`src/rtl/mc6847_pixel_pipeline.sv`:
```
// MC6847-style pixel data path: VRAM address, font lookup, dot select and colour map.
// Fixed 7-register pipeline with no stalls; control rides alongside the data.
module mc6847_pixel_pipeline #(
    parameter int VRAM_AW = 13,
    parameter int FONT_AW = 10
) (
    input  logic               pixel_clock,
    input  logic               reset,
    input  logic               blank,
    input  logic               show_border,
    input  logic [3:0]         subchar_pixel,
    input  logic [4:0]         subchar_line,
    input  logic [6:0]         char_column,
    input  logic [6:0]         char_line,
    input  logic [8:0]         graph_pixel,
    input  logic [9:0]         graph_line_2x,
    input  logic [9:0]         graph_line_3x,
    input  logic [1:0]         mode,
    input  logic               css,
    output logic [VRAM_AW-1:0] vram_addr,
    input  logic [7:0]         vram_data,
    output logic [FONT_AW-1:0] font_addr,
    input  logic [7:0]         font_data,
    output logic [3:0]         colour,
    output logic               blank_out
);

    localparam logic [1:0] MODE_TEXT = 2'd0;
    localparam logic [1:0] MODE_CG1  = 2'd1;

    localparam logic [3:0] C_GREEN    = 4'd0;
    localparam logic [3:0] C_BUFF     = 4'd4;
    localparam logic [3:0] C_ORANGE   = 4'd7;
    localparam logic [3:0] C_BLACK    = 4'd8;
    localparam logic [3:0] C_DKGREEN  = 4'd9;
    localparam logic [3:0] C_DKORANGE = 4'd10;

    typedef struct packed {
        logic [1:0] mode;
        logic       css;
        logic       blank;
        logic       border;
        logic [3:1] sub_px;
        logic [4:0] sub_ln;
        logic [3:1] gr_px;
    } ctrl_t;

    // Blank and border fill with 1 so a flushing pipeline shows black.
    localparam ctrl_t CTRL_RESET = '{mode: 2'd0, css: 1'b0, blank: 1'b1, border: 1'b1,
                                     sub_px: 3'd0, sub_ln: 5'd0, gr_px: 3'd0};

    ctrl_t              ctrl_d;
    ctrl_t              ctrl_q [1:6];
    logic [12:0]        addr_wide;
    logic [VRAM_AW-1:0] vram_addr_q, vram_addr_d;
    logic [7:0]         data3_q, data4_q, data5_q;
    logic [FONT_AW-1:0] font_addr_q, font_addr_d;
    logic               dot6_q, dot6_d;
    logic               sg6_q, sg6_d;
    logic [1:0]         pair6_q, pair6_d;
    logic [2:0]         sgcol6_q, sgcol6_d;
    logic [2:0]         cg_msb;
    logic [3:0]         colour_q, colour_d;
    logic               blank_out_q;

    logic unused_bits;
    assign unused_bits = ^{subchar_pixel[0], char_column[6:5], char_line[6:4],
                           graph_pixel[0], graph_line_2x[9], graph_line_2x[0],
                           graph_line_3x[9], graph_line_3x[2:0]};

    // R1: capture control and form the VRAM address for the current mode.
    always_comb begin
        ctrl_d = '{mode: mode, css: css, blank: blank, border: show_border,
                   sub_px: subchar_pixel[3:1], sub_ln: subchar_line,
                   gr_px: graph_pixel[3:1]};
        case (mode)
            MODE_TEXT: addr_wide = {4'd0, char_line[3:0], char_column[4:0]};
            MODE_CG1:  addr_wide = {2'd0, graph_line_3x[8:3], graph_pixel[8:4]};
            default:   addr_wide = {graph_line_2x[8:1], graph_pixel[8:4]};
        endcase
        vram_addr_d = VRAM_AW'(addr_wide);
    end

    // R4: only alphanumeric characters need a glyph row; otherwise the ROM address holds.
    always_comb begin
        font_addr_d = font_addr_q;
        if (ctrl_q[3].mode == MODE_TEXT && !data3_q[7]) begin
            font_addr_d = FONT_AW'({data3_q[5:0], ctrl_q[3].sub_ln[4:1]});
        end
    end

    // R6: pick the dot, quadrant or colour pair under the current pixel.
    always_comb begin
        dot6_d   = 1'b0;
        sg6_d    = 1'b0;
        pair6_d  = 2'd0;
        sgcol6_d = 3'd0;
        cg_msb   = 3'd7 - {ctrl_q[5].gr_px[3:2], 1'b0};
        case (ctrl_q[5].mode)
            MODE_TEXT: begin
                if (data5_q[7]) begin
                    sg6_d    = 1'b1;
                    sgcol6_d = data5_q[6:4];
                    dot6_d   = data5_q[{~(ctrl_q[5].sub_ln >= 5'd12), ~ctrl_q[5].sub_px[3]}];
                end else begin
                    dot6_d = font_data[3'd7 - ctrl_q[5].sub_px[3:1]] ^ data5_q[6];
                end
            end
            MODE_CG1: pair6_d = data5_q[cg_msb -: 2];
            default:  dot6_d  = data5_q[3'd7 - ctrl_q[5].gr_px[3:1]];
        endcase
    end

    // R7: colour mapping; blank beats border beats picture.
    always_comb begin
        colour_d = C_BLACK;
        if (ctrl_q[6].blank) begin
            colour_d = C_BLACK;
        end else if (ctrl_q[6].border) begin
            if (ctrl_q[6].mode == MODE_TEXT) colour_d = C_BLACK;
            else                             colour_d = ctrl_q[6].css ? C_BUFF : C_GREEN;
        end else begin
            case (ctrl_q[6].mode)
                MODE_TEXT: begin
                    if (sg6_q)       colour_d = dot6_q ? {1'b0, sgcol6_q} : C_BLACK;
                    else if (dot6_q) colour_d = ctrl_q[6].css ? C_ORANGE : C_GREEN;
                    else             colour_d = ctrl_q[6].css ? C_DKORANGE : C_DKGREEN;
                end
                MODE_CG1: colour_d = {1'b0, ctrl_q[6].css, pair6_q};
                default:  colour_d = dot6_q ? (ctrl_q[6].css ? C_BUFF : C_GREEN) : C_BLACK;
            endcase
        end
    end

    always_ff @(posedge pixel_clock or posedge reset) begin
        if (reset) begin
            for (int i = 1; i <= 6; i++) ctrl_q[i] <= CTRL_RESET;
            vram_addr_q <= '0;
            data3_q     <= 8'd0;
            data4_q     <= 8'd0;
            data5_q     <= 8'd0;
            font_addr_q <= '0;
            dot6_q      <= 1'b0;
            sg6_q       <= 1'b0;
            pair6_q     <= 2'd0;
            sgcol6_q    <= 3'd0;
            colour_q    <= C_BLACK;
            blank_out_q <= 1'b1;
        end else begin
            ctrl_q[1] <= ctrl_d;
            for (int i = 2; i <= 6; i++) ctrl_q[i] <= ctrl_q[i-1];
            vram_addr_q <= vram_addr_d;
            data3_q     <= vram_data;
            data4_q     <= data3_q;
            data5_q     <= data4_q;
            font_addr_q <= font_addr_d;
            dot6_q      <= dot6_d;
            sg6_q       <= sg6_d;
            pair6_q     <= pair6_d;
            sgcol6_q    <= sgcol6_d;
            colour_q    <= colour_d;
            blank_out_q <= ctrl_q[6].blank;
        end
    end

    assign vram_addr = vram_addr_q;
    assign font_addr = font_addr_q;
    assign colour    = colour_q;
    assign blank_out = blank_out_q;

endmodule

```
`config.mk`:
```
export PLATFORM = sky130hd
export DESIGN_NAME = mc6847_pixel_pipeline
export DESIGN_NICKNAME = d
export VERILOG_FILES = /design/src/rtl/mc6847_pixel_pipeline.sv
export SDC_FILE = /design/constraint.sdc
export NUM_CORES = 1
export LEC_CHECK = 0
export ABC_AREA = 0
export ABC_CLOCK_PERIOD_IN_PS = 5300
export BUFFER_PORTS_ARGS = -buffer_cell sky130_fd_sc_hd__buf_4
export CORE_ASPECT_RATIO = 0.6
export CORE_UTILIZATION = 45
export DETAILED_ROUTE_END_ITERATION = 6
export PLACE_DENSITY = 0.75
export SKIP_CTS_REPAIR_TIMING = 1
export SLEW_MARGIN = 20
export SYNTH_ARGS = -nofsm -noshare
export SYNTH_HDL_FRONTEND = slang
export SYNTH_SLANG_ARGS = --single-unit
```
`constraint.sdc`:
```
create_clock -name pixel_clock -period 5.3 [get_ports pixel_clock]
set_clock_uncertainty 0.15 [all_clocks]
set_input_delay 1.06 -clock pixel_clock [delete_from_list [all_inputs] [get_ports pixel_clock]]
set_output_delay 1.06 -clock pixel_clock [all_outputs]
set_load 0.02 [all_outputs]
```
Yosys cells after proc, flatten, opt, wreduce, memory -nomap -nowiden
Cells that the tools add are included.
W data, S select, Z words.
Cells by class
  $add $sub $neg: 3
  equal/unequal tests: 3
  shifts and indexed selects: 1
  multiply operators: 0
  reductions and logical operators: 6
  muxes and demuxes: 25
  bitwise logic cells: 3
  magnitude comparators: 4
  divide/modulo/power cells: 0
Operator list (number)
  $mux W4: 7
  $pmux W13 S2: 1
  $mux W3: 4
  $shiftx A9 B4 Y2: 1
  $sub A3 B3 Y3 const A: 3
  $logic_not A2 Y1: 4
  $lt A3 B4 Y1 const B: 2
  $pmux W4 S2: 1
  $bmux W1 S3: 2
  $eq A2 B1 Y1 const B: 3
  $mux W1: 6
  $ge A5 B4 Y1 const B: 1
  $lt A2 B4 Y1 const B: 1
  $mux W2: 2
  $bmux W1 S2: 1
  $not A1 Y1: 2
  $pmux W1 S2: 1
  $logic_and A1 B1 Y1: 1
  $logic_not A1 Y1: 1
  $xor A1 B1 Y1: 1
Storage, ports and cells
  latch bits: 0
  flip-flop bits (word level): 144
  memories: 0
  word-level logic and storage cells: 95
  bits in read-only memories: 0
  RAM bits: 0
  output and inout port bits: 28
  bits of input ports: 75

Depth between registers and ports, before layout
Gate-level depths: netlist of the first run.
  word-level depth: 6
  depth in mapped cells: 5
  gate-level depth less buffers: 5

Least setup slack after synthesis of the first run
No wires, ideal clock.
  path kind: input to register
  start point: in font_data[0]
  end point: reg dot6_q
  buffers on the path: 0
  path slack: 3136 ps
  library setup time: 95 ps
  data arrival time: 1919 ps
  stages on the path: 4
  required time: 5055 ps
  cell sequence: mux2i_1 > mux4_2 > nor3b_1 > o31ai_1
Between the ends
  word-level cells in the longest chain between the ends: 5
RTL lines
  start, declared: line 23  | input logic [7:0] font_data,
  $bmux W1 S3: line 106  | dot6_d = font_data[3'd7 - ctrl_q[5].sub_px[3:1]] ^ data5_q[6];
  $mux W1 (implied by the code): line 106
  $xor A1 B1 Y1: line 106
  $mux W1: line 101  | if (data5_q[7]) begin
  $pmux W1 S2: line 99  | case (ctrl_q[5].mode)
  named net dot6_d: line 58  | logic dot6_q, dot6_d;
  end signal, assigned: line 157  | dot6_q <= dot6_d;
  end, declared: line 58
The timed path passes the listed nets, and every way through them passes these cells. The select of a mux whose other input is x is not followed.
A chain may end at the register's enable or synchronous reset.

Final worst setup path of the first run
  start point: reg colour_q[3], in the netlist colour[3]
  end point: out colour[3]
RTL lines
  start, declared: line 63  | logic [3:0] colour_q, colour_d;
  start signal, assigned: line 161  | colour_q <= colour_d;
  end, declared: line 24  | output logic [3:0] colour,
No word-level cell between the ends.

==> results of run 1 <==
==> per-stage QoR <==
step                hold slack [ns]  total power, W  area (um^2)  setup slack, ns  std cells
floorplan                     0.181         0.00125         4150            0.445        225
global placement              0.182         0.00133         4940             2.83        422
detailed placement            0.185         0.00134         4940             2.81        422
CTS                           0.196         0.00244         5500             3.03        453
global route                  0.196         0.00251         5500             3.01        453
finish                        0.193         0.00241         5500             3.05        453
==> synth_stat cells, types with 2 or more instances <==
cell / n / share of area, %
dfstp_2: 14 / 8.9
inv_1: 3 / 0.27
mux2i_1: 10 / 2.4
clkbuf_1: 3 / 0.27
nand2_1: 10 / 0.91
a21oi_1: 4 / 0.48
and2_1: 3 / 0.45
nor2_1: 5 / 0.45
dfrtp_1: 123 / 74
and3b_1: 2 / 0.42
mux2_2: 8 / 2.2
o21ai_1: 4 / 0.48
mux4_2: 3 / 1.6
nor3_1: 3 / 0.36
mux2_1: 8 / 2.2
nor3b_1: 3 / 0.54
and3_1: 4 / 0.60
o21ai_0: 3 / 0.36
a2bb2oi_1: 2 / 0.42
==> routing by layer <==
| layer | vias up | track usage (%) | wire, um |
|---|---|---|---|
| met5 | - | 0 | 0 |
| met2 | 55 | 20.9 | 2950 |
| met3 | 13 | 6.95 | 385 |
| li1 | 975 | - | - |
| met1 | 1041 | 19.5 | 2780 |
| met4 | 0 | 7.95 | 85 |
==> final cells by class <==
cell class                 instances  area [um^2]
clock buffer                      21          470
clock inverter                    10         93.8
fill                             602         3220
inverter                           3         16.3
multi-input combinational         81          666
sequential                       137         3450
tap                              112          140
timing repair buffer              89          668
==> kinds of logic (layout without fill, tap and decap cells) <==
kind of cell | Yosys count | count (layout) | synth area share, %
compound gates | 17 | 17 | 2.51
fa+ha+maj | 1 | 1 | 0.302
buf+inv | 7 | 123 | 0.815
flops | 137 | 137 | 83.1
mux | 30 | 30 | 8.99
simple gates | 33 | 33 | 4.26
==> flip-flops by register name, indices dropped and copies added (netlist names) <==
register   cells
sgcol6_q       3
pair6_q        2
dot6_q         1
data3_q        8
colour         4
data5_q        8
blank_out      1
ctrl_q        78
sg6_q          1
vram_addr     13
data4_q        8
font_addr     10
==> layout by cell type, fill, tap and decap left out, types with 3 or more instances in the layout <==
| cell | count |
|---|---|
| mux2i_1 | 10 |
| o21ai_0 | 3 |
| inv_6 | 3 |
| clkbuf_8 | 3 |
| clkbuf_16 | 17 |
| a21oi_1 | 4 |
| dfstp_2 | 14 |
| dfrtp_1 | 123 |
| nand2_1 | 10 |
| o21ai_1 | 4 |
| nor2_1 | 5 |
| buf_4 | 89 |
| mux2_2 | 8 |
| and3_1 | 4 |
| mux2_1 | 8 |
| nor3_1 | 3 |
| nor3b_1 | 3 |
| and2_1 | 3 |
| mux4_2 | 3 |
==> report_power, final <==
group	switching, W	internal [W]
clock network	0.000410	0.000680
registers	0.0000308	0.00112
logic	0.0000844	0.0000877
total	0.000525	0.00188
==> path summary, 6_finish.rpt <==
| path | from | to | slack, ns |
|---|---|---|---|
| max | colour[3] | colour[3] | 3.05 |
| min | ctrl_q[29] | ctrl_q[13] | 0.19 |
| max reg2reg | ctrl_q[63] | font_addr[7] | 3.42 |
| min reg2reg | ctrl_q[29] | ctrl_q[13] | 0.19 |
| max in group asynchronous | reset | ctrl_q[92] | 3.31 |
| min in group asynchronous | reset | ctrl_q[87] | 0.66 |
==> impl_metrics.ini, run 1 <==
[min_path]
hold_depth = 0
hold_class = reg -> reg

[clock_tree]
clock_latency_ns = 0.40
root_buffer = clkbuf_16
htreeDepth = 4
cts.sinks = 137
numCtsBuffers = 17
cts_tree = built
clock_path_buffers = 2
clk_pin_slew_worst_paths_ns = 0.06

[die]
die-area_um2 = 9610
core_area_um2 = 8720
die_w_um = 126
rows = 26
start_util_pct = 47.5
ios = 103
dieHeight_um = 76.3

[setup_path]
cp_num_buf_inv = 1
path_max_fanout = 1
path_class = reg -> out
arrival_ns = 1.04
worst_setup_path_end_kind = output port
path_delay_family = flip-flops
cpPeakStageDelay_ns = 0.51
rr_worst_depth = 2
cp_cell_sequence = buf_4
critPathSlowestCell = dfstp_2
required_ns = 4.09
start_kind = register
crit_cells = 1

[routing]
post_drt_wl_per_cell_um = 13.7
drt_pre_antenna_iters = 3
drt_iter0_markers = 114
via_per_inst = 4.60
wl_um = 6200
via_count = 2084
route.detailed.drc = 0
drtAntennaViolNets = 0

[sta]
slew_viol_final = 0
setup_viol = 0
relSlewSlack_pct = 33.3
fmax_ghz = 0.444
post-route-period-util_pct = 42.5
rsz0062_at_grt = no
hold_viol = 0
timing.setup.tns_ns = 0
tightest_slew_ns = 0.996
fin_crit_ns = 2.25

[logic_synthesis]
yosys_warnings = 0
synth_seq_cells = 137
syn_nets = 301
yosysUniqueCellTypes = 29
syn_avg_cell_area_um2 = 18.4
syn_inst = 225
async_reset_ff_share_pct = 100
synthesis.area_um2 = 4150
synth-edff-count = 0
synth_ff_type = dfrtp_1
ys_seq_area_share_pct = 83.1

[final_layout]
drive_above_1_share_pct = 42.8
area_growth_pct = 32.7
antennaDiodeCount = 0
layout.nets = 405
final_core_util_pct = 63.1

[flow_run]
maxCapViolations = 0

[grt]
grtUsageTotal_pct = 15.0
antenna_found_initial = 0
grt_pass1_wl_um = 10600
grt_pass1_vias = 2166
grt-ovfl-total = 0
grt_max_degree = 99

[power]
p_leak_nw = 2.60
powerDensity_nw_per_um2 = 438
ir_worst_vdd_mv = 0.254

[placed_design]
place.gp.congestion = 0.694
dp_hpwl_um = 3860
port_buffers = 88

[outcome]
status = completed
Note: power is estimated with default switching activity, not from simulation.
==> inputs of run 2 (changes only) <==
--- a/config.mk
+++ b/config.mk
@@ -6,7 +6,7 @@
 export NUM_CORES = 1
 export LEC_CHECK = 0
 export ABC_AREA = 0
-export ABC_CLOCK_PERIOD_IN_PS = 5300
+export ABC_CLOCK_PERIOD_IN_PS = 2100
 export BUFFER_PORTS_ARGS = -buffer_cell sky130_fd_sc_hd__buf_4
 export CORE_ASPECT_RATIO = 0.6
 export CORE_UTILIZATION = 45
==> constraint.sdc (replaced) <==
create_clock -name pixel_clock -period 2.1 [get_ports pixel_clock]
set_clock_uncertainty 0.15 [all_clocks]
set_input_delay 0.42 -clock pixel_clock [delete_from_list [all_inputs] [get_ports pixel_clock]]
set_output_delay 0.42 -clock pixel_clock [all_outputs]
set_load 0.02 [all_outputs]
==> run 2 against run 1 <==
- design area rose by 4.7%
- global-route usage rose by 1.3 points
- non-clock buffer count rose by 25
- setup slack got worse by 2.6 ns
- power rose to 2.5 times the previous value
- utilization rose by 3.0 points
- final cell count rose by 5.1%
- first-iteration DRC count fell by 1.8%
- critical path type is now reg -> reg
==> impl_metrics.ini, run 2 (synthesis gave the netlist of run 1 again) <==
[sta]
rsz0062_at_grt = no
setup_viol = 0
slew_viol_final = 0
hold_viol = 0
fmax_ghz = 0.588
timing.hold.ws_ns = 0.0818
relSlewSlack_pct = 68.4
tightest_slew_ns = 0.473
fin_crit_ns = 1.70
post-route-period-util_pct = 81.0

[routing]
drt_iter0_markers = 112
via_count = 2185
route.detailed.drc = 0
drtAntennaViolNets = 0
drt_pre_antenna_iters = 4
wl_um = 7050
via_per_inst = 4.59
post_drt_wl_per_cell_um = 14.8

[clock_tree]
clock_latency_ns = 0.40
cts.sinks = 137
clock_path_buffers = 2
clk_pin_slew_worst_paths_ns = 0.05
numCtsBuffers = 17
root_buffer = clkbuf_16
htreeDepth = 4
cts_tree = built

[placed_design]
place.gp.congestion = 0.704
placed_cells = 425
port_buffers = 88
dp_hpwl_um = 4110

[min_path]
hold_class = in -> reg
hold_start = mode[0]

[final_layout]
final_common_cell = dfrtp_1
top_register = ctrl_q
final_cells = 476
layout.nets = 430
antennaDiodeCount = 0
final_core_util_pct = 66.1
final_cell_mix = 123 x dfrtp_1, 89 x buf_4, 22 x dlygate4sd3_1
drive_above_1_share_pct = 40.7
area_growth_pct = 38.9
largest_reg_flops = 78

[power]
powerDensity_nw_per_um2 = 1060
ir_worst_vdd_mv = 0.788
p_leak_nw = 2.71

[die]
start_util_pct = 47.5
ios = 103
die_w_um = 126
core_area_um2 = 8720
rows = 26
die-area_um2 = 9610
dieHeight_um = 76.3

[setup_path]
endpoint = dot6_q
path_max_fanout = 4
ff2ff_setup_slack_ns = 0.40
rr_endpoint = dot6_q
required_ns = 2.26
path_class = reg -> reg
reg2reg_from = ctrl_q[24]
cp-startpoint = ctrl_q[24]
start_kind = register
arrival_ns = 1.86
rr_worst_depth = 4
worst_setup_path_end_kind = register

[grt]
grt_pass1_wl_um = 11500
grt-ovfl-total = 0
grtUsageTotal_pct = 16.3
antenna_found_initial = 0
grt_max_degree = 49
grt_pass1_vias = 2218

[outcome]
status = completed

[flow_run]
maxCapViolations = 0
==> run 2: worst max-delay path, cell delays in order (launching register included) <==
cell and delay [ns]:
dfrtp_1 0.45, mux2i_1 0.15, mux4_2 0.49, nor3b_1 0.16, o31ai_1 0.22
==> run 2: power by group <==
group	total (W)	switching (W)	leakage (nW)	internal, W
combinational	0.000485	0.000226	0.835	0.000259
sequential	0.00290	0.0000829	1.61	0.00282
clock	0.00269	0.00100	0.266	0.00169
==> run 2: stage by stage <==
stage                     setup TNS (ns)  total power (W)  area, um^2  worst slack, ns
after floorplan                   -20.38          0.00315        4150           -0.166
after global placement                 0          0.00338        4990            0.427
after detailed placement               0          0.00340        4990            0.394
after CTS                              0          0.00613        5540            0.384
after global routing                   0          0.00634        5760            0.315
final                                  0          0.00608        5760            0.399
==> run 2: how the worst min path moves through the flow <==
stage                    to  slack [ns]  cells past startpoint
2_1_floorplan    ctrl_q[13]        0.18                      0
3_3_place_gp     ctrl_q[69]        0.18                      0
3_5_place_dp     ctrl_q[24]        0.18                      0
4_1_cts        font_addr[1]       -0.11                      2
5_1_grt          ctrl_q[94]        0.05                      1
6_report         ctrl_q[94]        0.08                      1
==> run 2: final cells by class <==
| type | count | area [um^2] |
|---|---|---|
| clock buffers | 21 | 470 |
| fillers | 584 | 2960 |
| multi-input cells | 81 | 666 |
| repair buffers | 114 | 948 |
| clock inverters | 8 | 73.8 |
| flip-flops and latches | 137 | 3450 |
| well taps | 112 | 140 |
| inverters | 3 | 15.0 |
==> run 2: layer usage <==
layer | GRT usage [%] | part of all wire, % | vias to the layer above
li1 | - | - | 1025
met1 | 21.1 | 43 | 1096
met2 | 24.5 | 51 | 57
met3 | 7.72 | 4.7 | 7
met4 | 5.06 | 0.60 | 0
met5 | 0 | 0 | -
